File: src/rtl/rec_df_ram1_reader_pkg.sv
// Shared definitions for the reconstruction-to-DF buffer reader.
//   - Macroblock buffer geometry (luma / Cb / Cr word counts)
//   - Component tag encoding carried alongside each streamed word
//   - Reader FSM state encoding
//   - Skid FIFO entry layout (32-bit data, 7-bit index, 2-bit tag = 41 bits)
package rec_df_ram1_reader_pkg;

    localparam int unsigned NUM_WORDS  = 96;
    localparam int unsigned LUMA_WORDS = 64;
    localparam int unsigned CB_WORDS   = 16;
    localparam int unsigned IDX_W      = 7;

    typedef enum logic [1:0] {
        COMP_Y  = 2'd0,
        COMP_CB = 2'd1,
        COMP_CR = 2'd2
    } comp_t;

    typedef enum logic [2:0] {
        IDLE,
        PRIME,
        ISSUE,
        STALL,
        DRAIN,
        DONE
    } state_t;

    typedef struct packed {
        logic [31:0]      data;
        logic [IDX_W-1:0] idx;
        comp_t            comp;
    } fifo_entry_t;

    function automatic comp_t comp_of(input int unsigned idx,
                                      input int unsigned luma_words,
                                      input int unsigned cb_words);
        if (idx < luma_words)
            return COMP_Y;
        else if (idx < luma_words + cb_words)
            return COMP_CB;
        return COMP_CR;
    endfunction

endpackage

File: src/rtl/rec_df_ram1_reader_if.sv
// Word stream from the buffer reader to the deblocking filter.
//   df_valid    : df_data and tags are valid
//   df_ready    : filter accepts the word this cycle
//   df_data     : four packed 8-bit pixels, byte0 leftmost
//   df_word_idx : buffer address of df_data (0..95)
//   df_comp     : component tag (Y / Cb / Cr)
//   df_last     : final word of the macroblock
// master = reader side, slave = filter side.
interface rec_df_ram1_reader_if;
    import rec_df_ram1_reader_pkg::*;

    logic             df_valid;
    logic             df_ready;
    logic [31:0]      df_data;
    logic [IDX_W-1:0] df_word_idx;
    comp_t            df_comp;
    logic             df_last;

    modport master (
        output df_valid, df_data, df_word_idx, df_comp, df_last,
        input  df_ready
    );

    modport slave (
        input  df_valid, df_data, df_word_idx, df_comp, df_last,
        output df_ready
    );
endinterface

File: src/rtl/rec_df_ram1_reader_skid_fifo.sv
// Small synchronous FIFO absorbing the one-cycle RAM read latency.
//   clk, reset : clock, asynchronous active-high reset
//   push/wr_entry : write an entry (caller guarantees space)
//   pop/rd_entry  : head entry is always visible on rd_entry; pop advances
//   count, empty, full : occupancy status
// Storage is cleared on reset so the head reads as all-zero afterwards.
module rec_df_ram1_reader_skid_fifo
    import rec_df_ram1_reader_pkg::*;
#(
    parameter int unsigned DEPTH = 4
) (
    input  logic                     clk,
    input  logic                     reset,
    input  logic                     push,
    input  fifo_entry_t              wr_entry,
    input  logic                     pop,
    output fifo_entry_t              rd_entry,
    output logic [$clog2(DEPTH):0]   count,
    output logic                     empty,
    output logic                     full
);
    localparam int unsigned PTR_W = $clog2(DEPTH);
    localparam int unsigned CNT_W = PTR_W + 1;

    fifo_entry_t      mem [DEPTH];
    logic [PTR_W-1:0] wr_ptr;
    logic [PTR_W-1:0] rd_ptr;

    always_ff @(posedge clk or posedge reset) begin
        if (reset) begin
            mem    <= '{default: '0};
            wr_ptr <= '0;
            rd_ptr <= '0;
            count  <= '0;
        end else begin
            if (push) begin
                mem[wr_ptr] <= wr_entry;
                wr_ptr      <= wr_ptr + 1'b1;
            end
            if (pop)
                rd_ptr <= rd_ptr + 1'b1;
            case ({push, pop})
                2'b10:   count <= count + 1'b1;
                2'b01:   count <= count - 1'b1;
                default: ;
            endcase
        end
    end

    assign rd_entry = mem[rd_ptr];
    assign empty    = (count == '0);
    assign full     = (count == CNT_W'(DEPTH));

endmodule

File: src/rtl/rec_df_ram1_reader.sv
// Deblocking-filter-side reader for the 96x32 reconstruction-to-DF buffer.
// On mb_start it reads words 0..95 in order from a single-port RAM and
// streams them to the filter with component tags, pulsing mb_done once the
// last word has been accepted and the buffer may be overwritten.
//   clk, reset  : clock, asynchronous active-high reset
//   mb_start    : buffer holds a complete macroblock (pulse)
//   busy        : accepted mb_start through the mb_done cycle
//   start_err   : mb_start arrived while not idle (pulse)
//   mb_done     : last word accepted (pulse)
//   ram_cs_n, ram_wr, ram_addr, ram_dout : RAM read port
//   df          : word stream to the filter (master side)
module rec_df_ram1_reader
    import rec_df_ram1_reader_pkg::*;
#(
    parameter int unsigned FIFO_DEPTH = 4,
    parameter int unsigned ADDR_W     = 7
) (
    input  logic                 clk,
    input  logic                 reset,
    input  logic                 mb_start,
    output logic                 busy,
    output logic                 start_err,
    output logic                 mb_done,
    output logic                 ram_cs_n,
    output logic                 ram_wr,
    output logic [ADDR_W-1:0]    ram_addr,
    input  logic [31:0]          ram_dout,
    rec_df_ram1_reader_if.master df
);
    localparam int unsigned CNT_W = $clog2(FIFO_DEPTH) + 1;
    localparam logic [ADDR_W-1:0] LAST_ADDR = ADDR_W'(NUM_WORDS - 1);

    state_t            state;
    logic [ADDR_W-1:0] rd_ptr;
    logic [ADDR_W-1:0] cap_idx;
    logic              inflight;
    logic [CNT_W-1:0]  fifo_count;
    logic              fifo_empty;
    logic              fifo_full;
    fifo_entry_t       wr_entry;
    fifo_entry_t       rd_entry;
    logic              issue_now;
    logic              push;
    logic              pop;
    logic [CNT_W:0]    count_next;
    logic              credit_next;

    // ISSUE is only ever entered with credit, so every ISSUE cycle is a read.
    assign issue_now = (state == ISSUE);
    assign push      = inflight;
    assign pop       = df.df_valid && df.df_ready;

    // RAM controls are registered, so the credit test looks one cycle ahead:
    // occupancy after this edge plus the read this cycle leaves in flight.
    always_comb begin
        count_next  = {1'b0, fifo_count} + (CNT_W+1)'(push) - (CNT_W+1)'(pop);
        credit_next = (count_next + (CNT_W+1)'(issue_now)) < (CNT_W+1)'(FIFO_DEPTH);
    end

    always_ff @(posedge clk or posedge reset) begin
        if (reset) begin
            state     <= IDLE;
            busy      <= 1'b0;
            start_err <= 1'b0;
            mb_done   <= 1'b0;
            ram_cs_n  <= 1'b1;
            ram_addr  <= '0;
            rd_ptr    <= '0;
            cap_idx   <= '0;
            inflight  <= 1'b0;
        end else begin
            start_err <= mb_start && (state != IDLE);
            mb_done   <= 1'b0;
            inflight  <= issue_now;
            if (issue_now)
                cap_idx <= rd_ptr;

            case (state)
                IDLE: begin
                    if (mb_start) begin
                        busy     <= 1'b1;
                        rd_ptr   <= '0;
                        ram_addr <= '0;
                        ram_cs_n <= 1'b0;
                        state    <= PRIME;
                    end
                end
                PRIME: begin
                    state <= ISSUE;
                end
                ISSUE: begin
                    rd_ptr <= rd_ptr + 1'b1;
                    if (rd_ptr == LAST_ADDR) begin
                        ram_cs_n <= 1'b1;
                        state    <= DRAIN;
                    end else if (credit_next) begin
                        ram_addr <= rd_ptr + 1'b1;
                    end else begin
                        ram_cs_n <= 1'b1;
                        state    <= STALL;
                    end
                end
                STALL: begin
                    // Dropping cs_n disarmed the RAM output, so re-prime.
                    if (credit_next) begin
                        ram_cs_n <= 1'b0;
                        ram_addr <= rd_ptr;
                        state    <= PRIME;
                    end
                end
                DRAIN: begin
                    // count_next includes any pending capture, so zero means
                    // the final word is being accepted at this edge.
                    if (count_next == '0) begin
                        mb_done <= 1'b1;
                        state   <= DONE;
                    end
                end
                DONE: begin
                    busy  <= 1'b0;
                    state <= IDLE;
                end
                default: state <= IDLE;
            endcase
        end
    end

    always_comb begin
        wr_entry      = '0;
        wr_entry.data = ram_dout;
        wr_entry.idx  = IDX_W'(cap_idx);
        wr_entry.comp = comp_of(32'(cap_idx), LUMA_WORDS, CB_WORDS);
    end

    rec_df_ram1_reader_skid_fifo #(
        .DEPTH (FIFO_DEPTH)
    ) u_fifo (
        .clk      (clk),
        .reset    (reset),
        .push     (push),
        .wr_entry (wr_entry),
        .pop      (pop),
        .rd_entry (rd_entry),
        .count    (fifo_count),
        .empty    (fifo_empty),
        .full     (fifo_full)
    );

    assign ram_wr         = 1'b0;
    assign df.df_valid    = !fifo_empty;
    assign df.df_data     = rd_entry.data;
    assign df.df_word_idx = rd_entry.idx;
    assign df.df_comp     = rd_entry.comp;
    assign df.df_last     = (rd_entry.idx == IDX_W'(NUM_WORDS - 1));

    a_no_overflow: assert property (@(posedge clk) disable iff (reset)
        !(push && fifo_full && !pop));

endmodule

File: src/flat_wrapper.sv
// flat-port wrapper written by rule: the top's interface ports become plain ports
module rec_df_ram1_reader_flat import rec_df_ram1_reader_pkg::*;
#(
    parameter int unsigned FIFO_DEPTH = 4,
    parameter int unsigned ADDR_W     = 7
)
  (clk, reset, mb_start, busy, start_err, mb_done, ram_cs_n, ram_wr, ram_addr, ram_dout, df_df_valid, df_df_data, df_df_word_idx, df_df_comp, df_df_last, df_df_ready);
  rec_df_ram1_reader_if df_i ();
  input  logic clk;
  input  logic reset;
  input  logic mb_start;
  output logic busy;
  output logic start_err;
  output logic mb_done;
  output logic ram_cs_n;
  output logic ram_wr;
  output logic [ADDR_W-1:0] ram_addr;
  input  logic [31:0] ram_dout;
  output wire logic [$bits(df_i.df_valid)-1:0] df_df_valid;
  output wire logic [$bits(df_i.df_data)-1:0] df_df_data;
  output wire logic [$bits(df_i.df_word_idx)-1:0] df_df_word_idx;
  output wire logic [$bits(df_i.df_comp)-1:0] df_df_comp;
  output wire logic [$bits(df_i.df_last)-1:0] df_df_last;
  input wire logic [$bits(df_i.df_ready)-1:0] df_df_ready;
  assign df_df_valid = df_i.df_valid;
  assign df_df_data = df_i.df_data;
  assign df_df_word_idx = df_i.df_word_idx;
  assign df_df_comp = df_i.df_comp;
  assign df_df_last = df_i.df_last;
  assign df_i.df_ready = df_df_ready;
  rec_df_ram1_reader #(.FIFO_DEPTH(FIFO_DEPTH), .ADDR_W(ADDR_W)) u_core (.clk(clk), .reset(reset), .mb_start(mb_start), .busy(busy), .start_err(start_err), .mb_done(mb_done), .ram_cs_n(ram_cs_n), .ram_wr(ram_wr), .ram_addr(ram_addr), .ram_dout(ram_dout), .df(df_i));
endmodule
File: config.mk
export PLATFORM = sky130hd
export DESIGN_NAME = rec_df_ram1_reader_flat
export DESIGN_NICKNAME = d
export VERILOG_FILES = /design/src/rtl/rec_df_ram1_reader_pkg.sv /design/src/rtl/rec_df_ram1_reader_if.sv /design/src/rtl/rec_df_ram1_reader_skid_fifo.sv /design/src/rtl/rec_df_ram1_reader.sv /design/src/flat_wrapper.sv
export SDC_FILE = /design/constraint.sdc
export NUM_CORES = 1
export LEC_CHECK = 0
export CAP_MARGIN = 20
export CORE_MARGIN = 2
export CORE_UTILIZATION = 45
export CTS_BUF_LIST = sky130_fd_sc_hd__clkbuf_4 sky130_fd_sc_hd__clkbuf_8
export CTS_CLUSTER_SIZE = 12
export DETAILED_ROUTE_END_ITERATION = 16
export PLACE_DENSITY = 0.67
export SYNTH_ARGS = -nofsm -noshare
export SYNTH_HDL_FRONTEND = slang
export SYNTH_SLANG_ARGS = --single-unit
File: constraint.sdc
create_clock -name clk -period 16.95 [get_ports clk]
set_input_delay 2.5425 -clock clk [delete_from_list [all_inputs] [get_ports clk]]
set_output_delay 2.5425 -clock clk [all_outputs]
set_load 0.005 [all_outputs]
==> qor.txt, run 1 <==
Power Total - 0.002096 W
Slew headroom - 45.02%
Num CTS Buffers - 17
Dominant synthesized flop cell - dfrtp_1
Slowest CP cell - dfrtp_2
Register area share after synthesis - 55.02%
Area of the die - 21370 um^2
Most common cell after layout, fill and taps aside - dfrtp_1
Vias in the first global route - 5946
CP Launch Type - register
Mean routed wirelength per cell - 18.81 um
Core Util, Final - 53.20%
Port bufs - 89
Lkg Pwr - 4.528 nW
Syn Nets - 674
Starting Density - 45.40%
VDD IR max - 0.08921 mV
Via density - 5.456
Critical Path, Cell by Cell - buf_4 > mux4_2 > nand3b_1 > nor2_1 > clkdlybuf4s50_1
Crit. End Element - primary output
Pwr dens - 196.6 nW/um^2
Postcts setup bufs - 0
Largest net degree at the start of global routing - 122
Final RePlAce weighted congestion - 0.7353
Worst-Margin Slew - 0.8247 ns
Tightest Hold Check Type - register to register
Post-DRT Antenna Nets - 0
Cells after Synth - 628
Status - completed
DRC violations left - 0
Syn avg cell area - 14.49 um^2
Final Max Slew Viols - 0
Crit path required time - 14.41 ns
Rows - 52
CTS Buffer Depth - 2
Proportion of layout cells with a drive suffix above 1 - 36.64%
Clock transition at the registers of the reported paths - 0.10 ns
Maxcap violations - 0
FFs w/ async S/R, synth - 100.0%
Htree depth - 4
Fmax - 0.1756 GHz
Dpl hpwl - 11.73 mm
Crit Path Category - register to primary output
CP max stage delay - 0.71 ns
GRT Total Usage - 18.00%
Post-synth EDFFs - 0
Final setup viols - 0
Total grt overflow - 0
Buf/Inv on CP - 2
Fin. Hold Viols - 0
Mapped cell area - 9099 um^2
N_diodes - 0
Clk root buf - clkbuf_8
Clk sinks - 200
RSZ-0062 raised after global routing - no
Core area - 20040 um^2
Vert. Die Dim - 146.2 um
Worst-path maximum fanout - 25
Final period util - 33.60%
Arr. time, crit path - 3.15 ns
Most frequent cells in the layout - dfrtp_1 (197), mux2_2 (156), clkdlybuf4s50_1 (89)
Setup tns final - 0 ns
#FFs+latches synth - 200
Hold slack - 0.4916 ns
Post_cts resized - 0
Hold-fix buffers, CTS - 0
Yosys warnings - 0
DR vias - 5374
Clock Skew - 0.01495 ns
Die extent in x - 146.2 um
Family with the most delay on the worst path - buffers and inverters
Clock Latency Late Sink - 0.46 ns
Nets - 749
I/O pin count - 91
Pre-antenna DRT Iters - 4
CTS tree - done
Post-synth cell types - 53
Tmin final - 5.695 ns
Global-route wire length before repair - 30.41 mm
Iter 0 DRT Violations - 228
DP Cell Count - 953
Initial antenna violation count - 0
Fin cells - 985
P&R area growth vs syn - 17.18%
Drt total wl - 18.53 mm
[stage by stage]
| step | setup WS (ns) | instance area [um^2] |
|---|---|---|
| floorplan | 8.955 | 9099 |
| global placement | 11.25 | 10210 |
| detailed placement | 11.10 | 10210 |
| CTS | 11.17 | 10630 |
| global route | 11.05 | 10660 |
| finish | 11.26 | 10660 |
[registers in the layout, indices dropped and copies added (netlist names)]
register              cells
u_core.state              3
u_core.mb_done            1
u_core.u_fifo.count       3
u_core.ram_addr           7
u_core.start_err          1
u_core.inflight           1
u_core.u_fifo.mem       164
u_core.u_fifo.wr_ptr      2
u_core.u_fifo.rd_ptr      2
u_core.cap_idx            7
u_core.busy               1
u_core.rd_ptr             7
u_core.ram_cs_n           1
[report_power, final]
part	internal, W	total (W)	switching (W)	leakage [nW]
Sequential	0.000694	0.000835	0.000141	2.44
Clock	0.000159	0.000321	0.000162	0.200
Combinational	0.000580	0.000940	0.000360	1.89
[cell usage after synthesis, types with 6 or more instances]
library cell	number	share of area (%)
mux2_2	156	19
nor2_1	15	0.62
buf_2	8	0.44
inv_1	9	0.37
mux2_4	7	1.2
a21oi_1	9	0.50
mux4_2	41	10
clkbuf_1	25	1.0
o21ai_0	23	1.3
dfrtp_1	199	55
nand3_1	6	0.33
ha_1	8	1.1
nand2_1	46	1.9
[worst paths after layout]
kind	from	endpoint	slack, ns	depth (start not counted)
hold reg to reg	u_core.u_fifo.mem[124]	u_core.u_fifo.mem[124]	0.49	2
min in group asynchronous	reset	u_core.u_fifo.mem[152]	2.62	2
setup / recovery	u_core.u_fifo.rd_ptr[0]	df_df_last	11.26	5
max in group asynchronous	reset	u_core.u_fifo.mem[15]	13.04	4
setup reg to reg	u_core.u_fifo.count[1]	u_core.ram_addr[3]	13.38	13
hold / removal	u_core.u_fifo.mem[124]	u_core.u_fifo.mem[124]	0.49	2
[per-layer routing]
| metal | global-route usage (%) | wire length (um) | part of all wire [%] |
|---|---|---|---|
| met5 | 0 | 0 | 0 |
| met4 | 4.903 | 235 | 1.3 |
| met3 | 3.594 | 648 | 3.5 |
| met2 | 31.93 | 9606 | 52 |
| met1 | 22.59 | 8037 | 43 |
[tightest hold or removal path, stage by stage, from the launching register on]
cell and delay [ns]:
dfrtp_1 0.35, nand2_1 0.05, o21ai_0 0.06
[kinds of logic after synthesis]
group,share of synthesized area (%)
adders and majority gates,1.540
buffers and inverters,2.544
AOI/OAI and AO/OA,3.383
and+or+nand+nor,5.157
muxes,31.05
other,0.04121
DFF,55.02
xor gates and xnor gates,1.265
[final cells by class]
type,instances,area [um^2]
sequential,200,5009
timing repair buffer,97,970.9
fill,1666,9378
tap,270,337.8
inverter,10,45.04
multi-input combinational,377,3871
clock inverter,10,145.1
clock buffer,21,282.8
No activity file was read; power rests on OpenSTA's default activity.
==> run 2: changes to the inputs <==
- clock period: 16.95 -> 5.3 ns (I/O delays scaled with it)
==> qor.txt, run 2 (synthesized netlist as in run 1, its figures left out) <==
Sw frac - 31.63% (about the same)
VDD IR max - 0.3238 mV (+260%)
Via density - 5.416 (-0.73%)
Worst-Margin Slew - 0.7988 ns (-0.02591 ns)
Switch Pwr - 0.002140 W (+220%)
I/O pin count - 91 (unchanged)
Starting Density - 45.40% (unchanged)
RSZ-0062 raised after global routing - no
Post_cts resized - 0 (unchanged)
Global-route wire length before repair - 31.13 mm (+2.4%)
Crit Path Category - register to primary output
Crit. End Element - primary output
Worst-path maximum fanout - 23 (-8.0%)
Status - completed
Slowest CP cell - dfrtp_2
Pwr dens - 631.7 nW/um^2 (+220%)
DRC violations left - 0 (unchanged)
Iter 0 DRT Violations - 241 (+5.7%)
Die extent in x - 146.2 um (unchanged)
Tmin final - 3.678 ns
Initial antenna violation count - 0 (unchanged)
Int Power - 0.004626 W (+220%)
Combinational power share - 44.1% (-0.8 points)
Dpl hpwl - 11.73 mm (about the same)
Hold-fix buffers, CTS - 0 (unchanged)
Postcts setup bufs - 0 (unchanged)
Total grt overflow - 0 (unchanged)
Num CTS Buffers - 17 (unchanged)
Slew headroom - 46.75% (+1.7 points)
Proportion of layout cells with a drive suffix above 1 - 36.91% (+0.26 points)
Family with the most delay on the worst path - buffers and inverters
Buf/Inv on CP - 2 (unchanged)
Vert. Die Dim - 146.2 um (unchanged)
Post-DRT Antenna Nets - 0 (unchanged)
Final-layout fill cell count - 1689 (+1.4%)
Most frequent cells in the layout - dfrtp_1 (197), mux2_2 (156), clkdlybuf4s50_1 (89)
Vias in the first global route - 5819 (-2.1%)
Maxcap violations - 0 (unchanged)
Pre-antenna DRT Iters - 4 (unchanged)
Port bufs - 89 (unchanged)
Core area - 20040 um^2 (unchanged)
Power Total - 0.006766 W (+220%)
CTS tree - done
Htree depth - 4 (unchanged)
Final Max Slew Viols - 0 (unchanged)
CP Launch Type - register
Clk root buf - clkbuf_8
Most common cell after layout, fill and taps aside - dfrtp_1
Largest net degree at the start of global routing - 115 (-5.7%)
Clock Skew - 0.01537 ns (+0.0004213 ns)
GRT Total Usage - 18.29% (+0.29 points)
Sequential power share - 40.0% (+0.2 points)
Largest Register - u_core.u_fifo.mem
Drt total wl - 18.31 mm (-1.2%)
Setup tns final - 0 ns (unchanged)
Clock Latency Late Sink - 0.47 ns (about the same)
Lkg Pwr - 4.564 nW (+0.79%)
Nets - 751 (+0.27%)
Final RePlAce weighted congestion - 0.7454 (+1.4%)
Area of the die - 21370 um^2 (unchanged)
CTS Buffer Depth - 2 (unchanged)
Fin. Hold Viols - 0 (unchanged)
Hold slack - 0.4900 ns (-0.001610 ns)
Critical Path, Cell by Cell - buf_4 > mux4_2 > clkdlybuf4s50_1
Arr. time, crit path - 2.88 ns (-0.27 ns)
Clock power frac - 15.9% (+0.6 points)
CP max stage delay - 0.89 ns (+0.18 ns)
Final setup viols - 0 (unchanged)
Clock transition at the registers of the reported paths - 0.09 ns (about the same)
Tightest Hold Check Type - register to register
N_diodes - 0 (unchanged)
P&R area growth vs syn - 17.71%
Mean routed wirelength per cell - 18.53 um (-1.5%)
Rows - 52 (unchanged)
Final period util - 69.39%
Fmax - 0.2719 GHz
DR vias - 5351 (-0.43%)
Crit path required time - 4.51 ns (-9.90 ns)
Max reg flops - 164 (unchanged)
Clk sinks - 200 (unchanged)
## run 2: cell types whose count changed in the layout (fill, tap and decap cells not counted), moves of 2 or more
cell | before | now
inv_6 | 0 | 2
clkinvlp_4 | 5 | 2
clkbuf_8 | 20 | 18
clkinv_2 | 0 | 2
buf_12 | 0 | 3
## run 2: power by group through the flow
| stage | clock network [W] | logic [W] | registers [W] |
|---|---|---|---|
| 2_1_floorplan | 0 | 0.00213 | 0.00248 |
| 3_3_place_gp | 0 | 0.00286 | 0.00272 |
| 3_5_place_dp | 0 | 0.00296 | 0.00279 |
| 4_1_cts | 0.00111 | 0.00297 | 0.00276 |
| 5_1_grt | 0.00117 | 0.00323 | 0.00281 |
| 6_report | 0.00108 | 0.00298 | 0.00271 |
## run 2: final cells by class
type                       count  area (um^2)  share of cell area [%]
tap                          270        337.8                   3.154
inverter                      10        41.29                  0.3855
multi-input combinational    377         3871                   36.14
clock buffer                  19        255.2                   2.383
timing repair buffer          99         1003                   9.369
clock inverter                13        192.7                   1.799
sequential                   200         5009                   46.76
## run 2: path summary, 6_finish.rpt
check / startpoint / to / slack, ns / cells past startpoint
hold reg to reg: u_core.u_fifo.mem[1] / u_core.u_fifo.mem[1] / 0.49 / 2
min in group asynchronous: reset / u_core.u_fifo.mem[151] / 0.70 / 2
setup / recovery: u_core.u_fifo.rd_ptr[0] / df_df_data[14] / 1.62 / 3
hold / removal: u_core.u_fifo.mem[1] / u_core.u_fifo.mem[1] / 0.49 / 2
setup reg to reg: u_core.u_fifo.count[1] / u_core.ram_addr[6] / 1.73 / 13
max in group asynchronous: reset / u_core.ram_cs_n / 3.51 / 4
## run 2: through the flow
step | util, % | cells | cell area [um^2] | setup slack [ns]
after detailed placement | 51.01 | 954 | 10220 | 1.213
final | 53.45 | 988 | 10710 | 1.622
after global placement | 51.01 | 954 | 10220 | 1.347
after CTS | 53.25 | 986 | 10670 | 1.492
after global routing | 53.45 | 988 | 10710 | 1.402
after floorplan | - | 628 | 9102 | 1.917
## run 2: per-layer routing
layer | share of wire [%] | track usage (%) | routed length [um] | vias to the layer above
met1 | 46 | 25.02 | 8371 | 2828
met5 | 0 | 0 | 0 | -
met4 | 0.93 | 4.466 | 171 | 0
met3 | 3.0 | 3.500 | 558 | 11
met2 | 50 | 30.52 | 9205 | 104
li1 | - | - | - | 2408
## run 2: worst reg2reg max path: stages, from the launching register on
cell,delay [ns]
dfrtp_1,0.43
inv_1,0.16
nand3_1,0.16
nand2_1,0.19
xor2_1,0.31
inv_1,0.08
ha_1,0.21
inv_1,0.08
fa_1,0.43
or2b_1,0.29
and2_2,0.22
mux2i_1,0.19
a211o_1,0.39
mux2_4,0.34
